===== src/rtl/angry_pkg.sv =====
// Shared encodings and widths for the bird-turn launch sequencer.
package angry_pkg;

    localparam int AIM_W = 17;

    typedef enum logic [1:0] {
        WAIT_FOR_LOAD = 2'd0,
        LOADING_ANIM  = 2'd1,
        WAIT_FOR_SHOT = 2'd2,
        FLYING        = 2'd3
    } bird_state_t;

    typedef enum logic [2:0] {
        BIRD_0 = 3'd0,
        BIRD_1 = 3'd1,
        BIRD_2 = 3'd2,
        NONE   = 3'd7
    } macro_t;

endpackage


===== src/rtl/launch_sequencer_if.sv =====
// Control inputs and per-bird outputs exchanged between the game scene and the sequencer.
interface launch_sequencer_if;
    import angry_pkg::*;

    logic                    frame_tick;
    logic                    en;
    logic                    shoot;
    logic                    key_w;
    logic                    key_a;
    logic                    key_s;
    logic                    key_d;
    logic                    fly_done;
    logic [2:0]              macro_state;
    logic [1:0]              bird_state;
    logic [9:0]              cnt;
    logic signed [AIM_W-1:0] delta_x;
    logic signed [AIM_W-1:0] delta_y;
    logic                    launch;
    logic signed [AIM_W-1:0] launch_dx;
    logic signed [AIM_W-1:0] launch_dy;
    logic                    birds_done;

    modport master (
        output frame_tick, en, shoot, key_w, key_a, key_s, key_d, fly_done,
        input  macro_state, bird_state, cnt, delta_x, delta_y,
               launch, launch_dx, launch_dy, birds_done
    );

    modport slave (
        input  frame_tick, en, shoot, key_w, key_a, key_s, key_d, fly_done,
        output macro_state, bird_state, cnt, delta_x, delta_y,
               launch, launch_dx, launch_dy, birds_done
    );

endinterface


===== src/rtl/aim_ctrl.sv =====
// Two-axis saturating up/down aim counter with synchronous clear and update enable.
module aim_ctrl
    import angry_pkg::*;
#(
    parameter int AIM_MAX = 63
) (
    input  logic                    clk,
    input  logic                    rst,
    input  logic                    clr,
    input  logic                    upd,
    input  logic                    inc_x,
    input  logic                    dec_x,
    input  logic                    inc_y,
    input  logic                    dec_y,
    output logic signed [AIM_W-1:0] x,
    output logic signed [AIM_W-1:0] y
);

    // Opposing keys cancel; the clamp is applied to the stepped value.
    function automatic logic signed [AIM_W-1:0] step(
        input logic signed [AIM_W-1:0] cur,
        input logic                    inc,
        input logic                    dec
    );
        logic signed [AIM_W-1:0] nxt;
        logic signed [AIM_W-1:0] lim;
        lim = AIM_W'(AIM_MAX);
        nxt = cur;
        if (inc && !dec)
            nxt = cur + AIM_W'(1);
        else if (dec && !inc)
            nxt = cur - AIM_W'(1);
        if (nxt > lim)
            nxt = lim;
        else if (nxt < -lim)
            nxt = -lim;
        return nxt;
    endfunction

    always_ff @(posedge clk) begin
        if (rst) begin
            x <= '0;
            y <= '0;
        end else if (clr) begin
            x <= '0;
            y <= '0;
        end else if (upd) begin
            x <= step(x, inc_x, dec_x);
            y <= step(y, inc_y, dec_y);
        end
    end

endmodule


===== src/rtl/launch_sequencer.sv =====
// Bird-turn controller: selects the active bird and walks it through load, aim, shoot and fly.
//   state         | meaning
//   WAIT_FOR_LOAD | idle before the next bird's load animation
//   LOADING_ANIM  | counting LOAD_FRAMES ticks of load animation
//   WAIT_FOR_SHOT | aim live from W/A/S/D, waiting for space-bar edge
//   FLYING        | bird in flight until FLY_FRAMES or fly_done
module launch_sequencer
    import angry_pkg::*;
#(
    parameter int LOAD_FRAMES = 32,
    parameter int FLY_FRAMES  = 480,
    parameter int AIM_MAX     = 63,
    parameter int NUM_BIRDS   = 3
) (
    input  logic          clk,
    input  logic          rst,
    launch_sequencer_if.slave bus
);

    bird_state_t             state_q, state_d;
    macro_t                  macro_q, macro_d;
    logic [9:0]              cnt_q, cnt_d;
    logic                    shoot_prev_q, shoot_prev_d;
    logic                    launch_q, launch_d;
    logic                    birds_done_q, birds_done_d;
    logic signed [AIM_W-1:0] ldx_q, ldx_d, ldy_q, ldy_d;
    logic signed [AIM_W-1:0] aim_x, aim_y;
    logic                    adv, fire, aim_clr, aim_upd;

    assign adv  = bus.frame_tick && bus.en;
    assign fire = bus.shoot && !shoot_prev_q;

    aim_ctrl #(.AIM_MAX(AIM_MAX)) u_aim (
        .clk   (clk),
        .rst   (rst),
        .clr   (aim_clr),
        .upd   (aim_upd),
        .inc_x (bus.key_d),
        .dec_x (bus.key_a),
        .inc_y (bus.key_s),
        .dec_y (bus.key_w),
        .x     (aim_x),
        .y     (aim_y)
    );

    always_ff @(posedge clk) begin
        if (rst) begin
            state_q      <= WAIT_FOR_LOAD;
            macro_q      <= BIRD_0;
            cnt_q        <= '0;
            shoot_prev_q <= 1'b0;
            launch_q     <= 1'b0;
            birds_done_q <= 1'b0;
            ldx_q        <= '0;
            ldy_q        <= '0;
        end else begin
            state_q      <= state_d;
            macro_q      <= macro_d;
            cnt_q        <= cnt_d;
            shoot_prev_q <= shoot_prev_d;
            launch_q     <= launch_d;
            birds_done_q <= birds_done_d;
            ldx_q        <= ldx_d;
            ldy_q        <= ldy_d;
        end
    end

    always_comb begin
        state_d      = state_q;
        macro_d      = macro_q;
        cnt_d        = cnt_q;
        shoot_prev_d = shoot_prev_q;
        ldx_d        = ldx_q;
        ldy_d        = ldy_q;
        launch_d     = 1'b0;
        aim_clr      = 1'b0;
        aim_upd      = 1'b0;
        if (adv) begin
            shoot_prev_d = bus.shoot;
            if (macro_q == NONE) begin
                state_d = WAIT_FOR_LOAD;
                cnt_d   = '0;
            end else begin
                case (state_q)
                    WAIT_FOR_LOAD: begin
                        state_d = LOADING_ANIM;
                        cnt_d   = '0;
                        aim_clr = 1'b1;
                    end
                    LOADING_ANIM: begin
                        if (cnt_q == 10'(LOAD_FRAMES - 1)) begin
                            state_d = WAIT_FOR_SHOT;
                            cnt_d   = '0;
                        end else begin
                            cnt_d = cnt_q + 10'd1;
                        end
                    end
                    WAIT_FOR_SHOT: begin
                        cnt_d   = '0;
                        aim_upd = 1'b1;
                        // Latch uses the aim as it stood before this tick's key step.
                        if (fire) begin
                            state_d  = FLYING;
                            launch_d = 1'b1;
                            ldx_d    = aim_x;
                            ldy_d    = aim_y;
                        end
                    end
                    FLYING: begin
                        if (cnt_q == 10'(FLY_FRAMES - 1) || bus.fly_done) begin
                            state_d = WAIT_FOR_LOAD;
                            cnt_d   = '0;
                            if (int'(macro_q) == NUM_BIRDS - 1)
                                macro_d = NONE;
                            else
                                macro_d = macro_t'(macro_q + 3'd1);
                        end else begin
                            cnt_d = cnt_q + 10'd1;
                        end
                    end
                    default: state_d = WAIT_FOR_LOAD;
                endcase
            end
        end
        birds_done_d = (macro_d == NONE);
    end

    assign bus.macro_state = macro_q;
    assign bus.bird_state  = state_q;
    assign bus.cnt         = cnt_q;
    assign bus.delta_x     = aim_x;
    assign bus.delta_y     = aim_y;
    assign bus.launch      = launch_q;
    assign bus.launch_dx   = ldx_q;
    assign bus.launch_dy   = ldy_q;
    assign bus.birds_done  = birds_done_q;

endmodule


===== src/flat_wrapper.sv =====
// flat-port wrapper written by rule: the top's interface ports become plain ports
module launch_sequencer_flat import angry_pkg::*;
#(
    parameter int LOAD_FRAMES = 32,
    parameter int FLY_FRAMES  = 480,
    parameter int AIM_MAX     = 63,
    parameter int NUM_BIRDS   = 3
)
  (clk, rst, bus_frame_tick, bus_en, bus_shoot, bus_key_w, bus_key_a, bus_key_s, bus_key_d, bus_fly_done, bus_macro_state, bus_bird_state, bus_cnt, bus_delta_x, bus_delta_y, bus_launch, bus_launch_dx, bus_launch_dy, bus_birds_done);
  launch_sequencer_if bus_i ();
  input  logic clk;
  input  logic rst;
  input wire logic [$bits(bus_i.frame_tick)-1:0] bus_frame_tick;
  input wire logic [$bits(bus_i.en)-1:0] bus_en;
  input wire logic [$bits(bus_i.shoot)-1:0] bus_shoot;
  input wire logic [$bits(bus_i.key_w)-1:0] bus_key_w;
  input wire logic [$bits(bus_i.key_a)-1:0] bus_key_a;
  input wire logic [$bits(bus_i.key_s)-1:0] bus_key_s;
  input wire logic [$bits(bus_i.key_d)-1:0] bus_key_d;
  input wire logic [$bits(bus_i.fly_done)-1:0] bus_fly_done;
  output wire logic [$bits(bus_i.macro_state)-1:0] bus_macro_state;
  output wire logic [$bits(bus_i.bird_state)-1:0] bus_bird_state;
  output wire logic [$bits(bus_i.cnt)-1:0] bus_cnt;
  output wire logic [$bits(bus_i.delta_x)-1:0] bus_delta_x;
  output wire logic [$bits(bus_i.delta_y)-1:0] bus_delta_y;
  output wire logic [$bits(bus_i.launch)-1:0] bus_launch;
  output wire logic [$bits(bus_i.launch_dx)-1:0] bus_launch_dx;
  output wire logic [$bits(bus_i.launch_dy)-1:0] bus_launch_dy;
  output wire logic [$bits(bus_i.birds_done)-1:0] bus_birds_done;
  assign bus_i.frame_tick = bus_frame_tick;
  assign bus_i.en = bus_en;
  assign bus_i.shoot = bus_shoot;
  assign bus_i.key_w = bus_key_w;
  assign bus_i.key_a = bus_key_a;
  assign bus_i.key_s = bus_key_s;
  assign bus_i.key_d = bus_key_d;
  assign bus_i.fly_done = bus_fly_done;
  assign bus_macro_state = bus_i.macro_state;
  assign bus_bird_state = bus_i.bird_state;
  assign bus_cnt = bus_i.cnt;
  assign bus_delta_x = bus_i.delta_x;
  assign bus_delta_y = bus_i.delta_y;
  assign bus_launch = bus_i.launch;
  assign bus_launch_dx = bus_i.launch_dx;
  assign bus_launch_dy = bus_i.launch_dy;
  assign bus_birds_done = bus_i.birds_done;
  launch_sequencer #(.LOAD_FRAMES(LOAD_FRAMES), .FLY_FRAMES(FLY_FRAMES), .AIM_MAX(AIM_MAX), .NUM_BIRDS(NUM_BIRDS)) u_core (.clk(clk), .rst(rst), .bus(bus_i));
endmodule

===== config.mk =====
export PLATFORM = sky130hd
export DESIGN_NAME = launch_sequencer_flat
export DESIGN_NICKNAME = d
export VERILOG_FILES = /design/src/rtl/angry_pkg.sv /design/src/rtl/launch_sequencer_if.sv /design/src/rtl/aim_ctrl.sv /design/src/rtl/launch_sequencer.sv /design/src/flat_wrapper.sv
export SDC_FILE = /design/constraint.sdc
export NUM_CORES = 1
export LEC_CHECK = 0
export CELL_PAD_IN_SITES_DETAIL_PLACEMENT = 0
export CELL_PAD_IN_SITES_GLOBAL_PLACEMENT = 2
export CORE_UTILIZATION = 28
export CTS_CLUSTER_DIAMETER = 150
export DETAILED_ROUTE_END_ITERATION = 16
export GPL_TIMING_DRIVEN = 0
export HOLD_SLACK_MARGIN = 0.1
export PLACE_DENSITY_LB_ADDON = 0.05
export SLEW_MARGIN = 0
export SYNTH_ARGS = -nofsm -noshare
export SYNTH_HDL_FRONTEND = slang
export SYNTH_SLANG_ARGS = --single-unit

===== constraint.sdc =====
create_clock -name clk -period 3.1 [get_ports clk]
set_input_delay 0.93 -clock clk [delete_from_list [all_inputs] [get_ports clk]]
set_output_delay 0.93 -clock clk [all_outputs]
set_load 0.02 [all_outputs]

==> results.md <==
* Die H at approximately 140 µm
* Num Clock Sinks at 86
* CP max-delay cell: or4b_4
* Final period utilization at 97.5%
* Mux contribution to synthesized area at 1.19%
* Largest net degree at the start of global routing at 20
* Hold path start: u_core.bus.launch_dx[1]$_SDFFE_PP0P_
* # DRC at 5
* Final setup viols at 0
* Largest family of logic cells by synthesized area: simple AND/OR/NAND/NOR gates
* RSZ-0062 raised after global routing: yes
* Rows at 49
* Worst Slack Setup Final at around 76 ps
* CP peak stage delay at 550 ps
* Syn_nets at approximately 690
* Violated checks: DRC
* DP HPWL at 13.4 mm
* WP data arrival at between 3000 and 4000 ps
* PortBufs at 91
* HP Class: flip-flop to flip-flop
* Cts hold-fix bufs at 0
* Worst-Skew Late Latency at 360 ps
* Simple-Gate Fraction of Synth Area at 30.6%
* First-pass GRT wire length at about 29 mm
* I/O pin count at 95
* DRT iter0 DRCs at 373
* Final number of hold-violating endpoints at 0
* H-tree Lvls at 3
* WS Path Type: primary input to flip-flop
* Routed vias at 5332
* Num CTS Buffers at 9
* Final total power at 2.56 mW
* Antenna-violating nets left at 0
* Share of layout cells above drive strength 1 at 15.2%
* Max_slew headroom at 50.2%
* Area post-placement at 6430 µm²
* Lkg Pwr at 2.37 nW
* Avg Vias per Cell at 5.30
* Post-synthesis sequential area ratio at 32.9%
* Pre-Repair DR Iteration Count at 11
* Clk_skew at 7.95 ps
* CP endpoint kind: flip-flop
* Core footprint at approximately 18000 µm²
* Cell Int Power at 1.81 mW
* Highest ir drop seen on vdd at 0.261 mV
* Non-filler cells, final at 1006
* CP Data Required Time at between 3000 and 4000 ps
* Post-Syn Area at about 5200 µm²
* Gp weighted congestion at 0.874
* Area share of fa/ha/maj cells after synthesis at 3.34%
* Root Driver: clkbuf_16
* Final Cell Area at about 7000 µm²
* Peak Freq at 331 MHz
* Slew Limit Fails at 0
* Comb power frac at 11.8%
* Flop and latch count out of synthesis at 86
* EDFF count, synth at 0
* Clock network power share at 44.5%
* Post-synthesis instance total at 665
* XOR/XNOR Fraction of Synth Area at 3.85%
* Synth Warn # at 0
* Final min period at 3020 ps
* Starting Density at 28.9%
* Reg power frac at between 40 and 50%
* Syn-to-layout area delta at 34.0%
* Clock slew at reported path FFs at 70 ps
* Die ar. at 19300 µm²
* FFs w/ async S/R, synth at 0%
* Crit-path cells: clkbuf_2 > nor4b_4 > or4b_4 > o22ai_1 > xnor2_1 > and4_2 > nand4_1 > a21oi_2 > a211oi_2
* Core Util, Final at 38.7%
* RR Startpoint: u_core.u_aim.y[6]$_SDFFE_PP0P_
* Synth Area in Compound Gates at 21.1%
* Die Wd at around 140 µm
* Cell area power density at 365 nW/µm²
* Vias in the first global route at 4997
* Placed cell count at 985
* GRT Total Usage at 19.1%
* Crit path from: bus_key_w
* Status: complete, but fails checks
* R2R Setup Slk at approximately 110 ps
* Mean post-synth cell area at between 7 and 8 µm²
* Max Cap Violations at 0
* WL final at 18.3 mm
* GRT overflow at 0
* Wirelength per Cell at 18.2 µm
* Worst slack, placed at -1270 ps
* Switching pwr at 745 µW
* Sw Share at roughly 29%
* Dominant synthesized flop cell: dfxtp_1
* NumNets Final at 796
* Crit-path max FO at 10
* Transition time of the tightest slew-check pin at 741 ps
* Startpoint Class: primary input
* CTS tree: yes
* Ant. Diodes at 0
* Antenna violations before repair at 0
* Distinct cells, synth at 87
* Clk buf depth at 2
synth_stat cells, drive strengths merged (8+ instances only):
cell    count  area (µm²)
o21a        9        67.6
nor3       23         125
o21ai      25         129
inv        19        71.3
xnor2      16         140
nand3      12        65.1
clkbuf     41         236
nor4       15         109
buf         9        60.1
nand2     105         397
nand3b      8        60.1
o22ai       9        62.6
and3        9        57.6
nor2       54         203
nand4      12        75.1
dfxtp      86        1720
ha         14         175
a21oi      61         305
or3        14        93.8
sequential cells by signal (all words and copies together) (netlist names):
register and count:
u_core.u_aim.y 17, u_core.bus.macro_state 3, u_core.bus.launch_dy 17, u_core.bus.birds_done 1, u_core.bus.launch_dx 17, u_core.bus.launch 1
u_core.u_aim.x 17, u_core.bus.bird_state 2, u_core.shoot_prev_q 1, u_core.bus.cnt 10
worst max-delay path: cells and delay by family:
| family | cells | cell delay (ps) |
|---|---|---|
| simple gates | 4 | 1450 |
| compound gates | 3 | 460 |
| xor+xnor | 1 | 220 |
| buf+inv | 1 | 190 |
path summary, 6_finish.rpt:
| kind | endpoint | cells after the start |
|---|---|---|
| setup reg to reg | u_core.u_aim.y[0]$_SDFFE_PP0P_ | 9 |
| hold / removal | u_core.bus.launch_dx[1]$_SDFFE_PP0P_ | 2 |
| hold reg to reg | u_core.bus.launch_dx[1]$_SDFFE_PP0P_ | 2 |
| setup / recovery | u_core.u_aim.y[0]$_SDFFE_PP0P_ | 9 |
power by group through the flow:
stage	sequential [mW]	clock (mW)	combinational [mW]
2_1_floorplan	1.15	0	0.182
3_3_place_gp	1.14	0	0.268
3_5_place_dp	1.14	0	0.267
4_1_cts	1.12	1.19	0.282
5_1_grt	1.12	1.23	0.329
6_report	1.12	1.14	0.303
per-layer routing:
| layer | global-route usage [%] | vias to the layer above | part of all wire [%] | wire (µm) |
|---|---|---|---|---|
| met5 | 0 | - | 0 | 0 |
| met4 | 3.68 | 0 | 0.63 | 115 |
| met3 | 5.42 | 11 | 6.6 | 1210 |
| met2 | 29.3 | 163 | 45 | 8190 |
| met1 | 26.5 | 2551 | 48 | 8760 |
| li1 | - | 2607 | - | - |
area by class of cell:
cell class / instances / area, µm²
flip-flops and latches: 86 / 1720
multi-input cells: 510 / 3360
clock inverters: 7 / 78.8
well taps: 229 / 287
clock buffers: 9 / 225
fillers: 1877 / 11100
repair buffers: 98 / 975
plain buffers: 48 / 300
inverters: 19 / 71.3
per-stage QoR:
stage          hold WS [ps]  setup TNS [ps]
2_1_floorplan           431               0
3_3_place_gp            439          -43300
3_5_place_dp            446          -42580
4_1_cts                 458               0
5_1_grt                 470           -88.5
6_report                452               0
cells by family after synthesis:
logic type / after synthesis
and+or+nand+nor: 303
AOI/OAI and AO/OA: 164
DFF: 86
buffers and inverters: 69
xor gates and xnor gates: 23
adders and majority gates: 14
muxes: 6
timing repair:
action,CTS,global route
pin swaps,5,19
buffers inserted,5,2
endpoints found under the setup margin,63,62
resized for setup,33,41
endpoints found under the hold margin,0,0
layout by cell type, fill, tap and decap left out, types with 6 or more instances in the layout:
cell type and n:
clkbuf_2 6, dfxtp_1 85, clkbuf_8 8, nand3_1 11, o21ai_0 20, a31oi_1 6
xnor2_1 13, ha_1 13, nor4_1 12, clkdlybuf4s50_1 89, nand4_1 12, buf_2 8
or3_1 11, nor2_1 51, clkbuf_1 22, o21a_1 9, buf_4 8, nand3b_1 8
and3_1 8, a21boi_0 6, inv_1 19, o22ai_1 8, a21oi_1 59, nor3_1 19
xor2_1 7, nand2_1 103, clkbuf_16 9
No activity file was read; power rests on OpenSTA's default activity.
